## src/rtl/image_pkg.sv

```systemverilog
`default_nettype none
// ============================================================================
// Module   : image_pkg
// Brief    : Shared image geometry defaults, pixel/window types and the
//            Sobel stage state encoding.
// Revision : 1.0 - initial release
// ============================================================================
package image_pkg;

    localparam int c_IMAGE_WIDTH  = 130;
    localparam int c_IMAGE_HEIGHT = 130;
    // One output pixel per interior input pixel (the border has no full window)
    localparam int c_OUT_PIXELS   = (c_IMAGE_WIDTH - 2) * (c_IMAGE_HEIGHT - 2);

    typedef logic [7:0] pixel_t;

    // Row-major 3x3 window: [0..2] top row, [3..5] middle row, [6..8] bottom row
    typedef pixel_t [8:0] window_t;

    typedef enum logic [1:0] {
        IDLE = 2'd0,
        RUN  = 2'd1,
        DONE = 2'd2
    } sobel_state_t;

endpackage : image_pkg
`default_nettype wire

```

## src/rtl/sobel_kernel.sv

```systemverilog
`default_nettype none
// ============================================================================
// Module   : sobel_kernel
// Brief    : Combinational Sobel Gx/Gy operator over one 3x3 window.
//            Outputs are signed 11-bit, range -1020..+1020.
// Revision : 1.0 - initial release
// ============================================================================
module sobel_kernel
    import image_pkg::*;
(
    input  window_t            i_window,
    output logic signed [10:0] o_gx,
    output logic signed [10:0] o_gy
);

    // Weighted column/row sums are non-negative and at most 1020, so an
    // 11-bit unsigned difference reinterpreted as signed is exact.
    logic [10:0] w_x_pos;
    logic [10:0] w_x_neg;
    logic [10:0] w_y_pos;
    logic [10:0] w_y_neg;

    assign w_x_pos = 11'(i_window[2]) + {2'b00, i_window[5], 1'b0} + 11'(i_window[8]);
    assign w_x_neg = 11'(i_window[0]) + {2'b00, i_window[3], 1'b0} + 11'(i_window[6]);
    assign w_y_pos = 11'(i_window[6]) + {2'b00, i_window[7], 1'b0} + 11'(i_window[8]);
    assign w_y_neg = 11'(i_window[0]) + {2'b00, i_window[1], 1'b0} + 11'(i_window[2]);

    assign o_gx = signed'(w_x_pos - w_x_neg);
    assign o_gy = signed'(w_y_pos - w_y_neg);

endmodule : sobel_kernel
`default_nettype wire

```

## src/rtl/sobel_edge_stage.sv

```systemverilog
`default_nettype none
// ============================================================================
// Module   : sobel_edge_stage
// Brief    : 3-stage Sobel magnitude pipeline (|Gx|+|Gy|, saturate, optional
//            threshold) writing one result per window to the output BRAM at
//            a self-incrementing address; flags frame completion.
// Revision : 1.0 - initial release
// ============================================================================
module sobel_edge_stage
    import image_pkg::*;
#(
    parameter int IMAGE_WIDTH  = c_IMAGE_WIDTH,
    parameter int IMAGE_HEIGHT = c_IMAGE_HEIGHT,
    parameter int OUT_ADDR_W   = 14
)
(
    input  logic                  clk,
    input  logic                  reset,
    input  logic                  window_valid,
    input  window_t               window,
    input  logic                  frame_start,
    input  logic                  threshold_en,
    input  logic [7:0]            threshold,
    output logic                  out_we,
    output logic [OUT_ADDR_W-1:0] out_addr,
    output logic [7:0]            out_data,
    output logic                  busy,
    output logic                  frame_done,
    output logic                  overflow
);

    localparam int                    c_N         = (IMAGE_WIDTH - 2) * (IMAGE_HEIGHT - 2);
    localparam logic [OUT_ADDR_W-1:0] c_LAST_ADDR = OUT_ADDR_W'(c_N - 1);

    sobel_state_t          r_state;
    sobel_state_t          w_next_state;

    logic                  r_v1, r_v2, r_v3;
    logic signed [10:0]    r_gx, r_gy;
    logic [10:0]           r_mag;
    logic [7:0]            r_out_data;
    logic [OUT_ADDR_W-1:0] r_addr;
    logic                  r_overflow;

    logic signed [10:0]    w_gx, w_gy;
    logic [10:0]           w_abs_gx, w_abs_gy;
    logic [7:0]            w_sat;
    logic [7:0]            w_out_pix;
    logic                  w_accept;
    logic                  w_final_write;

    // frame_start takes priority over a coincident window; DONE drops windows
    assign w_accept      = window_valid && !frame_start && (r_state != DONE);
    assign w_final_write = r_v3 && (r_addr == c_LAST_ADDR);

    sobel_kernel u_kernel (
        .i_window (window),
        .o_gx     (w_gx),
        .o_gy     (w_gy)
    );

    assign w_abs_gx  = r_gx[10] ? unsigned'(-r_gx) : unsigned'(r_gx);
    assign w_abs_gy  = r_gy[10] ? unsigned'(-r_gy) : unsigned'(r_gy);
    assign w_sat     = (r_mag > 11'd255) ? 8'hFF : r_mag[7:0];
    assign w_out_pix = threshold_en ? ((w_sat >= threshold) ? 8'hFF : 8'h00) : w_sat;

    // State register
    always_ff @(posedge clk or negedge reset) begin
        if (!reset) begin
            r_state <= IDLE;
        end else begin
            r_state <= w_next_state;
        end
    end

    // Next-state logic
    always_comb begin
        w_next_state = r_state;
        case (r_state)
            IDLE: begin
                if (w_accept) w_next_state = RUN;
            end
            RUN: begin
                if (frame_start)        w_next_state = IDLE;
                else if (w_final_write) w_next_state = DONE;
            end
            DONE: begin
                if (frame_start) w_next_state = IDLE;
            end
            default: w_next_state = IDLE;
        endcase
    end

    // Status outputs derived from state and pipeline occupancy
    always_comb begin
        frame_done = (r_state == DONE);
        busy       = (r_state == RUN) || r_v1 || r_v2 || r_v3;
    end

    // Pipeline valid bits; frame_start flushes anything in flight
    always_ff @(posedge clk or negedge reset) begin
        if (!reset) begin
            r_v1 <= 1'b0;
            r_v2 <= 1'b0;
            r_v3 <= 1'b0;
        end else if (frame_start) begin
            r_v1 <= 1'b0;
            r_v2 <= 1'b0;
            r_v3 <= 1'b0;
        end else begin
            r_v1 <= w_accept;
            r_v2 <= r_v1;
            r_v3 <= r_v2;
        end
    end

    // Pipeline data: gradients, magnitude, final pixel (threshold sampled here)
    always_ff @(posedge clk or negedge reset) begin
        if (!reset) begin
            r_gx       <= '0;
            r_gy       <= '0;
            r_mag      <= '0;
            r_out_data <= '0;
        end else begin
            if (w_accept) begin
                r_gx <= w_gx;
                r_gy <= w_gy;
            end
            if (r_v1) r_mag      <= w_abs_gx + w_abs_gy;
            if (r_v2) r_out_data <= w_out_pix;
        end
    end

    // Write address: advances per write, wraps after the last pixel of a frame
    always_ff @(posedge clk or negedge reset) begin
        if (!reset) begin
            r_addr <= '0;
        end else if (frame_start) begin
            r_addr <= '0;
        end else if (r_v3) begin
            r_addr <= w_final_write ? '0 : r_addr + OUT_ADDR_W'(1);
        end
    end

    // Sticky overflow: a window arrived after the frame completed
    always_ff @(posedge clk or negedge reset) begin
        if (!reset) begin
            r_overflow <= 1'b0;
        end else if (frame_start) begin
            r_overflow <= 1'b0;
        end else if (window_valid && (r_state == DONE)) begin
            r_overflow <= 1'b1;
        end
    end

    assign out_we   = r_v3;
    assign out_addr = r_addr;
    assign out_data = r_out_data;
    assign overflow = r_overflow;

endmodule : sobel_edge_stage
`default_nettype wire

```

## config.mk

```make
export PLATFORM = sky130hd
export DESIGN_NAME = sobel_edge_stage
export DESIGN_NICKNAME = d
export VERILOG_FILES = /design/src/rtl/image_pkg.sv /design/src/rtl/sobel_kernel.sv /design/src/rtl/sobel_edge_stage.sv
export SDC_FILE = /design/constraint.sdc
export NUM_CORES = 1
export LEC_CHECK = 0
export ABC_CLOCK_PERIOD_IN_PS = 2800
export CORE_ASPECT_RATIO = 0.75
export CORE_MARGIN = 3
export CORE_UTILIZATION = 30
export CTS_CLUSTER_SIZE = 28
export DETAILED_ROUTE_END_ITERATION = 10
export PLACE_DENSITY_LB_ADDON = 0.25
export SETUP_SLACK_MARGIN = 0.05
export SKIP_LAST_GASP = 1
export SYNTH_ARGS = -nofsm -noshare
export SYNTH_HDL_FRONTEND = slang
export SYNTH_SLANG_ARGS = --single-unit
```

## constraint.sdc

```tcl
create_clock -name clk -period 2.8 [get_ports clk]
set_input_delay 0.42 -clock clk [delete_from_list [all_inputs] [get_ports clk]]
set_output_delay 0.42 -clock clk [all_outputs]
set_load 0.01 [all_outputs]
```

Yosys cells after proc, flatten, opt, wreduce, memory -nomap -nowiden:

Index checks and enable logic that the tools add are counted.

* bits in registers: 61
* output and inout bits: 26
* input bits: 85
* logic and storage cells: 63

* order comparisons: 2
* equal/unequal tests: 7
* $add $sub $neg: 14
* reductions and logical operators: 12
* multiplexer cells: 18

Operators by type and width (count)
* adder 11 x 8 -> 11 bit: 4
* two-way mux 14 bit: 3
* adder 8 x 9 -> 10 bit: 4
* two-way mux 8 bit: 3
* two-way mux 11 bit: 2
* negation 11 bit: 2
* subtractor 11 bit: 2
* adder 14 x 1 -> 14 bit (second input constant): 1
* equality test 14 bit (second input constant): 1
* adder 11 bit: 1
* > comparator 11 x 8 -> 1 bit (second input constant): 1
* >= comparator 8 bit: 1
* two-way mux 2 bit: 4
* != test 2 bit (second input constant): 3
* case mux 2 bit (3 select lines): 1
* two-way mux 1 bit: 5
* logical AND 1 bit: 4
* nonzero test 2 bit: 2
* logical OR 1 bit: 3
* != test 3 bit (second input constant): 1
* AND reduction 3 bit: 1
* equality test 2 x 1 -> 1 bit (second input constant): 1
* equality test 2 bit (second input constant): 1
* zero test 2 bit: 1
* zero test 1 bit: 1

Depth between registers and ports, before layout:

* word-level depth: 5
* mapped depth: 19
* depth with buffers taken out: 19

Hierarchy:

Synthesis repeated with hierarchy kept, for this count alone.

* cells, all modules: 613
* area total of the unflattened synthesis: 5915.7 µm²

Modules (own cells, without submodules)
* sobel_edge_stage: cells each 339, seq. area each 1526.5 µm², area each 3502.1 µm², instances 1
* sobel_kernel: cells each 274, seq. area each 0.0 µm², area each 2413.6 µm², instances 1

Worst setup path before layout:

No wires, ideal clock.

* kind: input -> register
* start point: input window[1] (netlist name)
* end point: register r_gy[9]
* data arrival time: 3.911 ns
* stages on the path: 17
* path slack: -1.248 ns
* path buffers: 0
* library setup time: 0.137 ns
* data required time: 2.663 ns
* cell sequence: ha_1 -> fa_1 -> a21o_1 -> a21oi_1 -> o21bai_1 -> a21oi_1 -> xor2_1 -> fa_1 -> inv_1 -> fa_1 -> inv_1 -> ha_1 -> a21o_1 -> a21oi_1 -> nor3_1 -> a311oi_1 -> o211ai_1

* word-level cells in the longest chain between the ends: 3

RTL lines
* from (decl): line sobel_edge_stage.sv:20 `input window_t window,`
* adder 8 x 9 -> 10 bit: line sobel_kernel.sv:26 `assign w_y_neg = 11'(i_window[0]) + {2'b00, i_window[1], 1'b0} + 11'(i_window[2]);`
* adder 11 x 8 -> 11 bit: line sobel_kernel.sv:26
* subtractor 11 bit: line sobel_kernel.sv:29 `assign o_gy = signed'(w_y_pos - w_y_neg);`
* to (signal assigned): line sobel_edge_stage.sv:127 `r_gy <= w_gy;`
* to (decl): line sobel_edge_stage.sv:39 `logic signed [10:0] r_gx, r_gy;`

No other way between the ends.
A chain may end at the register's enable or synchronous reset.

Worst setup path in the final report:

Ends and elaborated chain as after synthesis.

==> flow_summary_export.csv <==
group,metric,value,unit
run_status,status,"complete, but fails checks",
run_status,violations,"setup timing",
die,die_h,132.1,um
placement,dp_hpwl,13210,um
setup_path,crit_path_end_kind,"register",
cts,clockBufferDepth,2,
cts,tritoncts,"yes",
setup_path,cp.required,3.01,ns
drt,drc,0,
die,start_util,0.3102,
finish,layout-area-overhead-vs-synth,54.52,%
finish,num-fill-cells,1950,
cts,clk_latency,0.34,ns
setup_path,critPathArrivalTime,3.90,ns
job,drv_cap,0,
drt,drt-wirelength-per-cell,13.67,um
sta,maxSlewHeadroom,0.4648,
yosys,synth_seq_cells,61,
sta,period_share,1.321,
cts,cts_sinks,61,
sta,rsz0062_at_grt,"true",
sta,slew_violations,0,
grt,grt_max_degree,62,
setup_path,crit_path_max_incr_delay,0.52,ns
yosys,syn-num-nets,911,
grt,antenna_found_initial,0,
sta,fin_ws,-0.8993,ns
setup_path,cpMostUsedCell,"a21oi_2",
die,fp.dieW,174.1,um
sta,post-route-min-period,3.699,ns
setup_path,cp_slowest_cell,"fa_1",
yosys,async_flop_share,1.000,
pwr,leakagePower,4.470,nW
sta,setup_viol,16,
yosys,avgSynthCellArea,8.941,sq um
drt,first_pass_iters,4,
yosys,ys_seq_area_frac,0.2401,
drt,wirelength,16680,um
yosys,synth_area_leaders,"dfrtp_1, ha_1, fa_1, inv_1, xnor2_1",
cts,clk_pin_slew,0.06,ns
yosys,yosys.area.top_type,"dfrtp_1",
sta,finalClockSkew,0.006986,ns
sta,setup_tns,-9.201,ns
setup_path,worstSetupPathType,"input pin to register",
die,ioPinCount,111,
cts,hold_buffers,0,
drt,antenna_left,0,
yosys,ys_warn_count,0,
die,fp.dieArea,22990,sq um
placement,gp_congestion,0.8152,
drt,dr.first_iter.drc_count,269,
pwr,power_density,1019,nW/um^2
setup_path,crit_buf_inv,3,
yosys,synth_edf_count,0,
finish,antenna_cells,0,
pwr,ir_drop,0.0007499,V
grt,grt-ovfl-total,0,
placement,pre_cts_ws,-1.667,ns
setup_path,crit_chain,"buf_8 > ha_4 > fa_2 > a21o_1 > a21oi_2 > o21bai_1 > a21oi_2 > xor2_2 > fa_1 > inv_1 > fa_1 > inv_2 > ha_4 > a21o_1 > a21oi_2 > nor3_1 > a311oi_1 > o211ai_1",
yosys,ys_types,53,
min_path,holdCritPathClass,"input pin to async pin",
sta,max_freq,270.3,MHz
yosys,synth.cell_area,6357,sq um
drt,vias,5649,
yosys,ys.flop_type,"dfrtp_1",
pwr,power,0.01001,W
die,core,20490,sq um
setup_path,start_kind,"input pin",
die,row_count,45,
sta,tightest_slew,0.8029,ns
yosys,yosysTopAreaCellShare,0.2401,
cts,cts_max_level,3,
cts,cts_made_buffers,9,
finish,fin_nets,1133,
cts,clock-root-buffer,"clkbuf_16",
placement,io_buffers,102,
drt,via_per_inst,4.630,
yosys,synthCells,711,
setup_path,cpLargestDelayFamily,"adder cells",
sta,hold_violations,0,
grt,grt_pass1_wl,28170,um
setup_path,cp_max_fo,4,
grt,grt_pass1_vias,5737,
grt,grtUsageTotal,0.1472,
finish,drive_gt1_frac,0.3294,
synth_stat cells (3+ instances only):
master and instances:
nor4_2 3, dfrtp_1 61, nand2_1 54, buf_2 4, nand4_1 8, mux2_2 7, a31o_2 3, nor4_1 3
o21bai_1 9, or4_1 4, nor2b_1 10, xor2_1 30, fa_1 37, nor3_1 12, nand3b_1 3, o221a_2 8
xnor2_1 43, o2111ai_1 4, nand2b_1 15, nand3_1 13, and4_1 3, a211oi_1 4, a21o_1 18, o21ai_0 36
o211ai_1 5, and2_1 3, o31ai_1 5, o21a_1 7, a21oi_1 35, inv_1 106, ha_1 78, clkbuf_1 7
a31oi_1 3, nor2_1 44
routing by layer:
metal	vias to the layer above	track usage	part of all wire
met1	2685	0.2209	0.52
li1	2857	-	-
met3	16	0.02879	0.044
met2	91	0.2215	0.43
met5	-	0	0
met4	0	0.02545	0.0096
cells by family after synthesis:
kind of cell	share of synthesized area
AO/OA/AOI/OAI	0.1606
XOR/XNOR	0.1006
adder cells (fa/ha/maj)	0.2700
buffers and inverters	0.07046
flip-flops	0.2401
multiplexers	0.01555
AND/OR/NAND/NOR	0.1427
cell usage in the layout (no fill, tap or decap), drive strengths merged, types with 13 or more instances in the layout:
master	netlist	layout
a21oi	35	35
inv	106	107
dfrtp	61	61
nand2b	15	15
a21o	18	18
buf	5	134
fa	37	37
nor2	44	44
xnor2	43	43
xor2	30	30
o21ai	37	37
ha	78	78
nand3	13	13
nand2	54	54
clkdlybuf4s50	0	68
worst paths after layout:
check,to,depth (start not counted),slack (ns),startpoint
min reg2reg,r_state[0],1,0.47,r_state[1]
min,out_addr[6],2,0.26,reset
min in group clk,r_state[0],1,0.47,r_state[1]
max,r_gy[9],18,-0.90,window[1]
max in group asynchronous,r_gy[3],2,1.97,reset
max reg2reg,r_mag[6],12,0.20,r_gy[1]
area by class of cell:
class                      instances  area (sq um)  share of cell area
clock buffer                       9         225.2             0.02293
clock inverter                     7         75.07            0.007642
inverter                         106         397.9             0.04050
multi-input combinational        532          5274              0.5369
sequential                        61          1529              0.1556
tap                              282         352.8             0.03592
timing repair buffer             223          1969              0.2005
per-stage QoR:
stage / util / hold slack (ns) / instance area (sq um) / instances
6_report: 0.4793 / 0.2560 / 9823 / 1220
5_1_grt: 0.4793 / 0.3305 / 9823 / 1220
3_3_place_gp: 0.4233 / 0.4602 / 8675 / 1178
4_1_cts: 0.4592 / 0.2839 / 9410 / 1207
2_1_floorplan: - / 0.1244 / 6643 / 711
3_5_place_dp: 0.4233 / 0.4723 / 8675 / 1178
where the power goes:
part	internal [W]	total, W	switching (W)
Combinational	0.00385	0.00740	0.00356
Sequential	0.00117	0.00149	0.000320
Clock	0.000692	0.00112	0.000424
Total	0.00571	0.0100	0.00430
flip-flops by register name, indices dropped and copies added, names as in the netlist:
signal and cells:
r_v1 1, r_gy 11, out_data 8, r_mag 11
out_addr 14, r_v2 1, r_gx 11, overflow 1
r_state 2, out_we 1
timing repair:
item	in CTS	in global routing
endpoints found under the setup margin	18	23
pin swaps	95	61
buffers inserted	13	13
resized for setup	140	84
(Power assumes the default switching activity.)
